--- src/rtl/fetch_sequencer.sv ---
// rtl/fetch_sequencer.sv - fetch-stage PC owner with one-deep output register and skid buffer
`timescale 1ns/1ps
module fetch_sequencer #(
  parameter int                 ADDR_W   = 8,
  parameter logic [ADDR_W-1:0]  RESET_PC = '0
) (
  input  logic              clk,
  input  logic              reset,
  input  logic              run,
  input  logic              stall,
  input  logic              redirect,
  input  logic [ADDR_W-1:0] redirect_pc,
  input  logic              halt_req,
  output logic              imem_en,
  output logic [ADDR_W-1:0] imem_addr,
  input  logic [31:0]       imem_data,
  output logic [31:0]       instr,
  output logic [ADDR_W-1:0] instr_pc,
  output logic              instr_valid,
  output logic              halted,
  output logic              err
);

  typedef enum logic [1:0] {S_IDLE, S_FETCH, S_HALT, S_ERROR} state_e;

  state_e            state_q;
  logic              halted_q, err_q;
  logic [ADDR_W-1:0] pc_q, pc_d;
  logic              inflight_q;
  logic [ADDR_W-1:0] inflight_pc_q;
  logic              out_valid_q, out_valid_d;
  logic [31:0]       out_instr_q, out_instr_d;
  logic [ADDR_W-1:0] out_pc_q, out_pc_d;
  logic              skid_valid_q, skid_valid_d;
  logic [31:0]       skid_instr_q, skid_instr_d;
  logic [ADDR_W-1:0] skid_pc_q, skid_pc_d;

  logic redir_ok, misalign, halt_go, flush, issue, accept;

  assign redir_ok = redirect & ((state_q == S_FETCH) | (state_q == S_HALT));
  assign misalign = redir_ok & (|redirect_pc[1:0]);
  assign halt_go  = halt_req & (state_q == S_FETCH);
  assign flush    = redir_ok | halt_go;
  assign issue    = (state_q == S_FETCH) & ~stall & ~skid_valid_q & ~redirect & ~halt_req;
  assign accept   = out_valid_q & ~stall;

  assign imem_en     = issue;
  assign imem_addr   = pc_q;
  assign instr       = out_instr_q;
  assign instr_pc    = out_pc_q;
  assign instr_valid = out_valid_q;
  assign halted      = halted_q;
  assign err         = err_q;

  always_comb begin
    pc_d = pc_q;
    if (redir_ok && !misalign) pc_d = redirect_pc;
    else if (issue)            pc_d = pc_q + ADDR_W'(4);
  end

  // Response from the previous issue lands in out when it is free or draining, else in skid.
  always_comb begin
    out_valid_d  = out_valid_q;
    out_instr_d  = out_instr_q;
    out_pc_d     = out_pc_q;
    skid_valid_d = skid_valid_q;
    skid_instr_d = skid_instr_q;
    skid_pc_d    = skid_pc_q;
    if (flush) begin
      out_valid_d  = 1'b0;
      skid_valid_d = 1'b0;
    end else if (accept || !out_valid_q) begin
      if (skid_valid_q) begin
        out_valid_d  = 1'b1;
        out_instr_d  = skid_instr_q;
        out_pc_d     = skid_pc_q;
        skid_valid_d = inflight_q;
        if (inflight_q) begin
          skid_instr_d = imem_data;
          skid_pc_d    = inflight_pc_q;
        end
      end else if (inflight_q) begin
        out_valid_d = 1'b1;
        out_instr_d = imem_data;
        out_pc_d    = inflight_pc_q;
      end else begin
        out_valid_d = 1'b0;
      end
    end else if (inflight_q) begin
      skid_valid_d = 1'b1;
      skid_instr_d = imem_data;
      skid_pc_d    = inflight_pc_q;
    end
  end

  always_ff @(posedge clk or negedge reset) begin
    if (!reset) begin
      state_q  <= S_IDLE;
      halted_q <= 1'b0;
      err_q    <= 1'b0;
    end else begin
      case (state_q)
        S_IDLE: begin
          if (run) state_q <= S_FETCH;
        end
        S_FETCH: begin
          if (misalign) begin
            state_q <= S_ERROR;
            err_q   <= 1'b1;
          end else if (halt_req) begin
            state_q  <= S_HALT;
            halted_q <= 1'b1;
          end
        end
        S_HALT: begin
          if (misalign) begin
            state_q  <= S_ERROR;
            err_q    <= 1'b1;
            halted_q <= 1'b0;
          end else if (run) begin
            state_q  <= S_FETCH;
            halted_q <= 1'b0;
          end
        end
        default: state_q <= S_ERROR;
      endcase
    end
  end

  always_ff @(posedge clk or negedge reset) begin
    if (!reset) begin
      pc_q          <= RESET_PC;
      inflight_q    <= 1'b0;
      inflight_pc_q <= '0;
      out_valid_q   <= 1'b0;
      out_instr_q   <= '0;
      out_pc_q      <= '0;
      skid_valid_q  <= 1'b0;
      skid_instr_q  <= '0;
      skid_pc_q     <= '0;
    end else begin
      pc_q          <= pc_d;
      inflight_q    <= issue;
      inflight_pc_q <= pc_q;
      out_valid_q   <= out_valid_d;
      out_instr_q   <= out_instr_d;
      out_pc_q      <= out_pc_d;
      skid_valid_q  <= skid_valid_d;
      skid_instr_q  <= skid_instr_d;
      skid_pc_q     <= skid_pc_d;
    end
  end

endmodule
--- config.mk ---
export PLATFORM = sky130hd
export DESIGN_NAME = fetch_sequencer
export DESIGN_NICKNAME = d
export VERILOG_FILES = /design/src/rtl/fetch_sequencer.sv
export SDC_FILE = /design/constraint.sdc
export NUM_CORES = 1
export LEC_CHECK = 0
export ABC_AREA = 1
export CAP_MARGIN = 30
export CORE_MARGIN = 3
export CORE_UTILIZATION = 51
export CTS_CLUSTER_DIAMETER = 50
export CTS_CLUSTER_SIZE = 28
export DETAILED_ROUTE_END_ITERATION = 10
export GPL_TIMING_DRIVEN = 0
export PLACE_DENSITY = 0.84
export SKIP_CTS_REPAIR_TIMING = 1
export SLEW_MARGIN = 20
export SYNTH_ARGS = -nofsm -noshare
export SYNTH_HDL_FRONTEND = slang
export SYNTH_SLANG_ARGS = --single-unit
--- constraint.sdc ---
create_clock -name clk -period 2 [get_ports clk]
set_input_delay 0.4 -clock clk [delete_from_list [all_inputs] [get_ports clk]]
set_output_delay 0.4 -clock clk [all_outputs]
set_load 0.02 [all_outputs]
==> results of run 1 <==
## area by class of cell
type / instances / area [µm²]
fill: 632 / 2510
inverter: 59 / 224
clock inverter: 2 / 16.3
sequential: 103 / 2580
timing repair buffer: 103 / 1040
clock buffer: 13 / 159
tap: 105 / 131
buffer: 25 / 168
multi-input combinational: 330 / 1550
## routing by layer
layer,vias up,global-route usage
met1,1835,0.270
li1,1865,-
met2,124,0.350
met5,-,0
met4,0,0.0704
met3,11,0.0438
## layout by cell type, fill, tap and decap left out, drive strengths merged, types with 3 or more instances in the layout
cell,count
o21ai,126
nand2,160
clkdlybuf4s50,95
clkbuf,23
ha,5
a21oi,3
dfrtp,103
nand3,15
nor2,12
inv,59
buf,22
or2,4
## flip-flops by register name, indices dropped and copies added, names as in the netlist
signal	cells
skid_pc_q	8
instr	32
err	1
imem_addr	8
halted	1
instr_valid	1
state_q	2
skid_valid_q	1
inflight_pc_q	8
instr_pc	8
skid_instr_q	32
inflight_q	1
## logic make-up (layout without fill, tap and decap cells)
group | after synthesis | after routing | synth area share
buf+inv | 84 | 202 | 0.0872
simple gates | 194 | 194 | 0.172
compound gates | 131 | 131 | 0.153
flops | 103 | 103 | 0.574
fa+ha+maj | 5 | 5 | 0.0139
## worst max-delay path, stage by stage (launching register included)
cell and delay, ps:
dfrtp_1 410, inv_2 90, ha_4 140, inv_2 50, nor2_4 160, nand3_4 110
inv_2 80, buf_6 110
## cell usage after synthesis (all sizes together)
master / count / area share
a21oi: 3 / 0.0033
buf: 15 / 0.027
clkbuf: 10 / 0.010
dfrtp: 103 / 0.57
ha: 5 / 0.014
inv: 59 / 0.050
nand2: 160 / 0.13
nand3: 15 / 0.018
nand4: 2 / 0.0028
nor2: 12 / 0.010
nor3: 1 / 0.0011
o211ai: 2 / 0.0095
o21ai: 126 / 0.14
or2: 4 / 0.0056
## metrics by stage
step,setup slack [ps],TNS [ps],power [µW],area [µm²]
global route,-7.59,-7.59,7400,5870
global placement,-3090,-318240,5590,5590
finish,88.9,0,6940,5870
CTS,-729,-729,6900,5800
floorplan,392,0,4410,4490
detailed placement,-422,-422,5730,5620
## worst max path at each step
stage                                 from  cells past startpoint  slack [ps]                           end
detailed placement                halt_req                      5        -420                       imem_en
global route        state_q[1]$_DFFE_PN0P_                      7          -8                       imem_en
global placement                     reset                      1       -3090  skid_instr_q[26]$_DFFE_PN0P_
floorplan           state_q[1]$_DFFE_PN0P_                      6         390                       imem_en
CTS                 state_q[1]$_DFFE_PN0P_                      7        -730                       imem_en
finish              state_q[1]$_DFFE_PN0P_                      7          90                       imem_en
## power breakdown
part | switching (µW) | internal (µW)
clock network | 669 | 519
registers | 384 | 2630
logic | 1470 | 1280
==> results.txt, run 1 <==
The run finished with clean final reports. The number of max-cap violations is 0. For this run, the number of Yosys warnings is 0. The final antenna-violating net count came out at 0. In this run the critical register-to-register path is launched from state_q[0]$_DFFE_PN0P_.

In this run the worst path has a maximum fanout of 4. The chip width came out at around 100 µm. The number of antenna violations at the first check in global routing is 0. The count of cell types in the netlist is 22. The number of max-slew violations in the final report came out at 0. The detailed-routed wire length on met2 is between 5000 and 6000 µm. Of the available clock period, the critical path in the final layout requires 0.956.

For the worst-skew pair, the clock arrives at the later sink with an insertion delay of 360 ps. The combined area of all synthesized cells is between 4000 and 5000 µm². The transition time at the pin with the least slew margin is 405 ps.

At the end of routability-driven placement, the weighted congestion stood at 0.887. The detailed router placed roughly 3800 vias in this run. The worst register-to-register path ends at instr[31]$_DFFE_PN0P_.

The global-route wire length before repair is around 17000 µm. The number of endpoints with negative hold slack in the final report came out at 0. The cell depth of the worst flop-to-flop path is 8. Averaged over all synthesized cells, the footprint is 8.69 µm². Counting every net in the synthesized netlist gives roughly 570.

Counting tap cells, the placed design contains a total of 720 instances. The startpoint type of the worst setup path is a flip-flop. The number of I/O port buffers is 97. The power density over the cells is between 1000 and 1500 nW/µm².

The final core utilization is 0.700. Setup violations remaining at the end of the flow were counted as 0. The routed length per instance came out at 13.7 µm. The die footprint is around 10000 µm². The setup path with the least slack is of type reg2out. The uppermost metal layer occupied by signal nets is met4. The static leakage came out at 0.00292 µW. The worst max-slew margin expressed relative to the limit is 0.730. The slack of the worst reg-to-reg path is 200 ps. The startpoint of the lowest-slack hold path is imem_addr[1]$_DFFE_PN0P_. The maximum buffer depth of the clock tree came out at 2. The total overflow reported by the global router is 0. The sink count of the clock tree came out at ~100. The number of cells on the worst hold path is 0. Static timing analysis puts the maximum clock frequency at between 500 and 600 MHz.

The effective utilization at floorplan is 0.536. The die boundary height is roughly 100 µm. The count of state elements after synthesis is 103. The total routing resource utilization after global routing came out at 0.208. The clock edge transition at the registers on the reported setup and hold paths is approximately 100 ps. Dividing the detail-routed via count by the number of cells gives roughly 5.2.

The sequential-to-total area share from yosys stat came out at 0.574. The class of the most critical hold timing path is reg2reg. The final layout net count came out at a little under 700.

The critical path required time is approximately 1600 ps. The total length of routed met3 wires came out at between 600 and 700 µm. STA classifies the critical path endpoint as a primary output. Summed over all layers, the routed wires come to 10200 µm.

In the routed design, unresolved DRC markers number 0. The iteration-0 DRC count of the detailed router is 167. The final clock skew is 14.8 ps.

The cell count after synthesis came out at 517. Subtracting the final worst setup slack from the clock period gives 1910 ps. After detailed routing, the wire length on met1 is approximately 4300 µm.

Detailed placement finished with a half-perimeter wire length of 7460 µm. The number of antenna diodes in the final layout is 0. The largest net degree at the start of global routing is between 70 and 80. The fraction of layout cells with a size suffix above 1 is 0.0898. The first detailed-routing pass took 4 iterations. The H-tree generated during clock tree synthesis spans 3 levels. The area growth from synthesis to final layout came out at 30.6%. The critical path arrival is around 1500 ps. The site row count came out at 33. The via count of the first global-routing pass came to around 3800.

Clock tree synthesis inserted a total of 9 buffers. The terminating pin of the worst hold path is inflight_pc_q[1]$_DFF_PN0_. IR analysis of the VDD net gives a maximum drop of ~0.77 mV. TritonCTS built the clock tree. The worst hold slack came out at between 400 and 500 ps. The core footprint came out at around 8400 µm². a little under 100 I/O pins were placed. In this run the clock root is driven by a clkbuf_8. The final cell count without fillers came out at 740.
(Power assumes the default switching activity.)
==> run 2: changes to the inputs <==
--- a/config.mk
+++ b/config.mk
@@ -8,14 +8,15 @@
 export ABC_AREA = 1
 export CAP_MARGIN = 30
 export CORE_MARGIN = 3
-export CORE_UTILIZATION = 51
+export CORE_UTILIZATION = 46
 export CTS_CLUSTER_DIAMETER = 50
 export CTS_CLUSTER_SIZE = 28
 export DETAILED_ROUTE_END_ITERATION = 10
 export GPL_TIMING_DRIVEN = 0
-export PLACE_DENSITY = 0.84
+export PLACE_DENSITY = 0.78
 export SKIP_CTS_REPAIR_TIMING = 1
 export SLEW_MARGIN = 20
 export SYNTH_ARGS = -nofsm -noshare
 export SYNTH_HDL_FRONTEND = slang
 export SYNTH_SLANG_ARGS = --single-unit
+export TNS_END_PERCENT = 30
==> run 2 against run 1 <==
  * Sequential share of layout area is 0.27 points lower
  * Cell count is 3.5% higher
  * Largest cell class unchanged
  * Total power is 0.50% lower
  * Clock skew is 1.6 ps lower
  * Cell area is 0.58% higher
  * Critical path type unchanged
==> results.txt, run 2 (synthesis results as in run 1) <==
The number of I/O port buffers is slightly below 100. The number of antenna violations at the first check in global routing came out at 0. In the layout the commonest cells are nand2_1 (159), dfrtp_1 (103), clkdlybuf4s50_1 (95). The remaining routing DRC violations is 0. The die is 105 µm wide.

The worst pin sits at a relative slew slack of 0.727. The congestion estimate from routability-driven global placement came to about 0.88. Based on the critical path, the design can be clocked at up to roughly 520 MHz.

The final clock skew is 13.2 ps. Detailed routing inserted a total of 3792 vias. The total length of routed wires came out at 10200 µm.

The static leakage is a little under 0.003 µW. The area growth from synthesis to final layout came out at 31.4%. The number of detailed-routing iterations run before antenna repair is 4. In the final timing run, aggregate negative setup slack is 0 ps. The number of endpoints with negative hold slack in the final report came out at 0.

The leading cell type in the layout, fill and taps excluded is nand2_1. After floorplanning, the core was sized to cover between 9000 and 10000 µm². Pin placement for this block handled 98 I/O pins. The worst setup path is launched from a flip-flop.

The via count of the first global-routing pass was roughly 3800. The total routing resource utilization after global routing came out at 0.188. Entering global routing, the biggest net connects 70 pins.

The die footprint came out at roughly 11000 µm². The minimum period implied by the final worst setup slack came out at around 1900 ps. The run finished with clean final reports. The clock tree from TritonCTS is built. The kind of capture point of the worst setup path is a primary output. The repair_antennas step left the layout with diodes totalling 0. The routed length per instance came out at 13.3 µm. The power density over the cells is about 1200 nW/µm².

The total overflow reported by the global router is 0. The site row count came out at 35. The per-cell via count in the routed design is between 4 and 5. The final layout net count is 683. Setup violations remaining at the end of the flow were counted as 0. The sink count of the clock tree came out at about 100. For this configuration, the core starts out at a cell density of 0.479. Detailed placement ended at an HPWL of between 7000 and 8000 µm. The maximum buffer depth of the clock tree came out at 2. The fraction of layout cells with a size suffix above 1 came out at 0.0911.

IR analysis of the VDD net gives a maximum drop of between 0.8 and 0.9 mV. The clock network latency to the later pin of the worst-skew pair came out at approximately 360 ps. The maximum fanout encountered on the critical timing path came out at 4. The transition time at the pin with the least slew margin is between 400 and 500 ps. STA puts the critical path data required time at between 1500 and 2000 ps. For this run, the share of the core covered by cells in the final layout is 0.630. Of the available clock period, the critical path in the final layout requires 0.953. The type of the setup path with the least slack is reg2out. The clock edge transition at the registers on the reported setup and hold paths is ~100 ps. The H-tree was split into 3 levels. The global-route wire length before repair is between 15000 and 20000 µm. Clock tree synthesis inserted a total of 9 buffers. The class of the most critical hold timing path is reg2reg. The number of max-cap violations is 0. The filler cell count in the final layout is around 800. The final antenna-violating net count is 0. The root buffer cell is clkbuf_8.

Data on the critical path arrives at its endpoint at around 1500 ps. The number of max-slew violations in the final report came out at 0. The die boundary height is between 100 and 150 µm. The iteration-0 DRC count of the detailed router came out at about 130.
-- run 2: cell types whose count changed in the layout (fill, tap and decap cells not counted), sizes merged --
cell / before / now
buf: 22 / 23
clkbuf: 23 / 21
clkinvlp: 1 / 2
inv: 59 / 61
-- run 2: final timing paths --
| path | start | to | slack (ps) | depth (start not counted) |
|---|---|---|---|---|
| worst max-delay path | state_q[1]$_DFFE_PN0P_ | imem_en | 90 | 7 |
| worst max register to register | state_q[0]$_DFFE_PN0P_ | instr_valid$_DFFE_PN0P_ | 160 | 8 |
| worst min-delay path | imem_addr[0]$_DFFE_PN0P_ | inflight_pc_q[0]$_DFF_PN0_ | 420 | 0 |
| min in group asynchronous | reset | instr[3]$_DFFE_PN0P_ | 490 | 2 |
| worst min register to register | imem_addr[0]$_DFFE_PN0P_ | inflight_pc_q[0]$_DFF_PN0_ | 420 | 0 |
| max in group asynchronous | reset | skid_pc_q[6]$_DFFE_PN0P_ | 860 | 3 |
-- run 2: power by group --
part | leakage, µW | internal [µW] | switching [µW]
clock | 0.0000805 | 465 | 709
combinational | 0.00147 | 1290 | 1450
sequential | 0.00137 | 2620 | 366
-- run 2: routing by layer --
layer,global-route usage,vias to the layer above,share of wire
li1,-,1871,-
met1,0.235,1812,0.43
met2,0.322,96,0.50
met3,0.0457,13,0.055
met4,0.0628,0,0.012
met5,0,-,0
-- run 2: final cells by class --
class / count / area [µm²] / area share
Inverter: 59 / 224 / 0.0380
Timing Repair Buffer: 104 / 1050 / 0.178
Clock inverter: 5 / 41.3 / 0.00700
Buffer: 25 / 168 / 0.0284
Sequential cell: 103 / 2580 / 0.437
Tap cell: 129 / 161 / 0.0274
Multi-Input combinational cell: 330 / 1550 / 0.263
Clock buffer: 11 / 131 / 0.0223
-- run 2: through the flow --
| stage | instances | total power (µW) | area (µm²) | hold slack, ps | setup WS, ps |
|---|---|---|---|---|---|
| after floorplan | 517 | 4410 | 4490 | 104 | 392 |
| after global placement | 743 | 5600 | 5620 | 389 | -3210 |
| after detailed placement | 744 | 5690 | 5650 | 313 | -405 |
| after CTS | 760 | 6850 | 5820 | -87.8 | -704 |
| after global routing | 766 | 7370 | 5900 | 452 | -1.33 |
| final | 766 | 6910 | 5900 | 421 | 93.2 |
-- run 2: worst max-delay path: stages (launching register included) --
cell and delay [ps]:
dfrtp_1 430, inv_2 100, ha_4 140, inv_2 50, nor2_4 140, nand3_4 110, inv_2 80, buf_6 110
==> run 3: changes to the inputs <==
--- a/config.mk
+++ b/config.mk
@@ -12,7 +12,7 @@
 export CTS_CLUSTER_DIAMETER = 50
 export CTS_CLUSTER_SIZE = 28
 export DETAILED_ROUTE_END_ITERATION = 10
-export GPL_TIMING_DRIVEN = 0
+export GPL_TIMING_DRIVEN = 1
 export PLACE_DENSITY = 0.78
 export SKIP_CTS_REPAIR_TIMING = 1
 export SLEW_MARGIN = 20
==> run 3 against run 2 <==
  * Fmax shrank 1.1%
  * Cell area shrank 0.53%
  * Sequential share of layout area grew 0.23 points
  * Core utilization shrank 0.33 points
  * Wire length shrank 9.0%
==> results.txt, run 3 (synthesis results as in run 1) <==
The run finished with clean final reports. For this run, the slowest stage of the critical path takes around 390 ps. STA classifies the critical path startpoint as a flip-flop.

The endpoint identified for the worst register-to-register timing path is instr[21]$_DFFE_PN0P_. The routed length per instance came out at ~12 µm. The largest individual stage delay along the critical path comes from the cell dfrtp_1. Setup violations remaining at the end of the flow were counted as 0. The cell area after placement is roughly 5600 µm². The number of endpoints with negative hold slack in the final report was 0.

The total length of routed wires came out at around 9300 µm. The worst register-to-register path begins at state_q[0]$_DFFE_PN0P_. The maximum fanout encountered on the critical timing path came out at 3.

The global-route wire length before repair is between 15000 and 20000 µm. The total I/O pin count came out at 98. The number of max-slew violations in the final report came to 0. The final critical-path setup slack came out at 72.0 ps. Leaving out fill and tap cells, the most frequent cells in the layout are nand2_1 (159), dfrtp_1 (103), clkdlybuf4s50_1 (95). Across all register-to-register paths, the minimum setup slack is between 150 and 200 ps. The internal power of the cells totals between 4000 and 5000 µW. For this run, design rule violations remaining after detail routing come to 0. The critical path arrival is between 1500 and 2000 ps.

The net switching component of the power is between 2000 and 2500 µW. The final antenna-violating net count came out at 0. The via count came out at around 3600. The routability congestion estimate from global placement is between 0.7 and 0.8. The clock network power share is 0.192. The number of I/O port buffers came out at 97.

The analysis attributes to cell leakage a power of roughly 0.0029 µW. Entering global routing, the biggest net connects 104 pins. The number of antenna cells inserted came out at 0. The tightest hold path in the finished design has a slack of roughly 60 ps. The core footprint is around 9400 µm². The number of max-cap violations came out at 0.

The minimum period implied by the final worst setup slack is 1930 ps. The number of buffer and inverter instances along the worst setup path is 4. The via count of the first global-routing pass is around 3500. The leading cell type in the layout, fill and taps excluded is nand2_1.

The type of the setup path with the least slack is reg2out. The class of the most critical hold timing path is in2async. The die footprint came out at between 10000 and 15000 µm². The number of antenna violations at the first check in global routing is 0. The clock edge transition at the registers on the reported setup and hold paths came out at roughly 100 ps. The clock tree from TritonCTS is built. Walking the worst path, the cells encountered are inv_1 -> ha_2 -> inv_1 -> nor2_4 -> nand3_2 -> inv_2 -> buf_4. The detailed-placement wirelength estimate is 6360 µm.

The critical path required time is roughly 1600 ps. The relative contribution of combinational cells to total power came out at 0.390. The post-placement cell count came out at around 730. The filler cell count in the final layout came out at 814. Clock tree synthesis selected as its root buffer the cell clkbuf_8.

The fraction of layout cells with a size suffix above 1 is 0.0756. The worst setup timing slack at the placement stage is -251 ps. The post-route fraction of the period consumed by the critical path came out at 0.964. The first detailed-routing pass ran for 5 iterations.

CTS saw ~100 sinks. The die boundary height came out at approximately 100 µm. In this run the core area contains 35 standard-cell rows. By instance count, the cell type seen most on the critical path is inv_1. After routing the design area is just under 6000 µm².

The total routing resource utilization after global routing is 0.176. The final clock skew came out at 11.9 ps. The switching part of the total came out at 0.348. The effective utilization at floorplan is 0.479. The transition time at the pin with the least slew margin came out at 680 ps. In the routed layout, each cell is associated on average with a via count of between 4 and 5. For the worst flop-to-flop path, the logic depth is 10. The final layout net count came out at between 600 and 700. The area growth from synthesis to final layout came out at 30.7%.

The maximum buffer depth of the clock tree is 2. The kind of capture point of the worst setup path is a primary output. The maximum resistive drop on vdd is ~0.68 mV.

At the later pin of the worst-skew pair, clock insertion delay measures approximately 350 ps. The finished layout holds around 750 standard cells, fillers aside. CTS built an H-tree with a depth of 3. For this design the ratio of total power to cell area is approximately 1200 nW/µm². The chip width came out at ~100 µm. The CTS buffer count came out at 9. The timing-limited maximum frequency came out at roughly 520 MHz. The worst max-slew margin expressed relative to the limit came out at 0.546. The detailed router finished its first iteration with around 140 violations. The total overflow reported by the global router came out at 0. The power share of the sequential group is 0.418.

Among cell families on the critical path, the largest total delay comes from flip-flops. The final core utilization came out at 0.626.
-- run 3: layout make-up --
type / instances / area (µm²) / area share
inverter: 59 / 224 / 0.0382
clock buffer: 10 / 128 / 0.0217
clock inverter: 5 / 83.8 / 0.0143
timing repair buffer: 115 / 1160 / 0.198
multi-input combinational: 330 / 1530 / 0.261
sequential: 103 / 2580 / 0.439
tap: 129 / 161 / 0.0275
-- run 3: through the flow --
step	setup TNS [ps]	total power (µW)
floorplan	0	4410
global placement	-241	5660
detailed placement	-251	5770
CTS	-472	7150
global route	-15.9	7620
finish	0	7120
-- run 3: worst max-delay path by stage --
stage                                 startpoint       to  cells after the start
after floorplan           state_q[1]$_DFFE_PN0P_  imem_en                      6
after detailed placement                halt_req  imem_en                      5
after global routing      state_q[1]$_DFFE_PN0P_  imem_en                      7
final                     state_q[1]$_DFFE_PN0P_  imem_en                      7
after CTS                 state_q[1]$_DFFE_PN0P_  imem_en                      7
after global placement                  halt_req  imem_en                      5
-- run 3: routing by layer --
layer  track usage  routed length [µm]  vias to the layer above
met5             0                   0                        -
met3        0.0482                 564                       11
met4        0.0469                 115                        0
met2         0.292                4420                       93
met1         0.229                4150                     1671
li1              -                   -                     1842
-- run 3: power groups by stage --
stage	registers (µW)	logic, µW	clock network, µW
2_1_floorplan	3490	923	0
3_3_place_gp	2990	2670	0
3_5_place_dp	3020	2750	0
4_1_cts	2980	2760	1400
5_1_grt	3050	3060	1510
6_report	2980	2780	1370
==> variant: new RTL, config.mk and constraints of run 3 <==
Set the parameter `ADDR_W` to 9 (it was 8).
--- a/src/rtl/fetch_sequencer.sv
+++ b/src/rtl/fetch_sequencer.sv
@@ -2,5 +2,5 @@
 `timescale 1ns/1ps
 module fetch_sequencer #(
-  parameter int                 ADDR_W   = 8,
+  parameter int                 ADDR_W   = 9,
   parameter logic [ADDR_W-1:0]  RESET_PC = '0
 ) (
Interface: changed (resized imem_addr, instr_pc and redirect_pc); port bits go from 98 to 101. No check against the original RTL was run, so the function may have changed too.
==> variant against run 3 <==
- fmax is 2.5% higher
- sequential cell count is 4 higher
- final cell count is 5.5% higher
- combinational power is 17% higher
- sequential power is 6.7% higher
- hold slack better by 0.39 ns
- routed wire length is 8.0% higher
- worst setup slack better by 0.048 ns
- sequential share of layout area is 1.5 points lower
- final area is 7.6% higher
- total power is 9.1% higher
- area after synthesis is 10% higher
- register-to-register slack worse by 0.04 ns
- critical path type unchanged
- largest cell class unchanged
==> variant: results (changes against run 3) <==
status finished clean; met3 usage 3.05% (-1.8 points); vias per std cell 4.87 (+1.2%); DR iter-0 viols 268 (+94%); placed cell area 0.00609 mm² (+8.1%); Max VDD drop 673 µV (-1.4%); Flop pwr share 40.9% (-0.9 points); Seq/Total Area, Yosys 54.0% (-3.4 points); Worst Path Arrival 1.48 ns (-0.05 ns); total CTS buffers 9 (unchanged); Worst Hold Class flip-flop to flip-flop; layout cells sized above 1 16.0% (+8.4 points); seq pwr 3.18 mW (+6.7%); Nets 703 (+5.1%); fillers 879 (+8.0%); Synth area leaders dfrtp_1 54%, nand2_1 11%, o21ai_2 6.7%; fin crit share 94.0% (-2.4 points); most common library cells after synthesis 147 x nand2_1, 107 x dfrtp_1, 59 x inv_1; syn avg cell area 9.05 µm² (+4.1%); Final Non-Filler Cells 792 (+5.5%); met1 GRT Util 23.5% (+0.57 points); GPL Wtd Cong 0.816 (+7.0%); drt first pass iters 4 (-1); dpl ws -0.219 ns (+0.0318 ns); final instance area 0.00632 mm² (+7.6%); gr usage total 17.7% (+0.043 points); hold_ws 0.450 ns (+0.390 ns); Buffers on Ports 100 (+3.1%); Yosys cell types 26 (+18%); Syn Nets 600 (+5.6%); r2r setup slk 0.15 ns (-0.04 ns); Top delay family on crit path flip-flops; wire length per cell 12.6 µm (+2.4%); first-pass GRT wire length 17.2 mm (+7.7%); placed cells 774 (+5.4%); clk pwr about 1.3 mW; Slew Limit Headroom 53.4% (-1.2 points); Final HPWL DP 7.19 mm (+13%); M1 WL 4.60 mm (+11%); Reg2Reg Depth 10 (unchanged); met2 usage 29.8% (+0.62 points); clock skew 0.0122 ns (+0.000216 ns); leak pwr 3.11 nW (+6.5%)
variant: logic make-up (layout without fill, tap and decap cells):
logic type      Yosys count  after routing  synth area share [%]
buf+inv                  90            198                  9.72
compound gates          134            134                  16.9
flops                   107            107                  54.0
simple gates            212            212                  18.1
fa+ha+maj                 5              5                  1.26
variant: final cells by class:
| cell class | instances | area share (%) |
|---|---|---|
| clock buffers | 11 | 2.24 |
| clock inverters | 5 | 0.971 |
| inverters | 61 | 3.63 |
| multi-input cells | 351 | 28.6 |
| flip-flops and latches | 107 | 42.4 |
| well taps | 136 | 2.69 |
| repair buffers | 121 | 19.5 |
variant: final timing paths:
kind,startpoint,end
worst max-delay path,state_q[1],imem_en
worst min-delay path,imem_addr[1],inflight_pc_q[1]
min in group asynchronous,reset,instr[8]
max in group asynchronous,reset,inflight_pc_q[5]
worst max register to register,state_q[0],instr[5]
worst min register to register,imem_addr[1],inflight_pc_q[1]
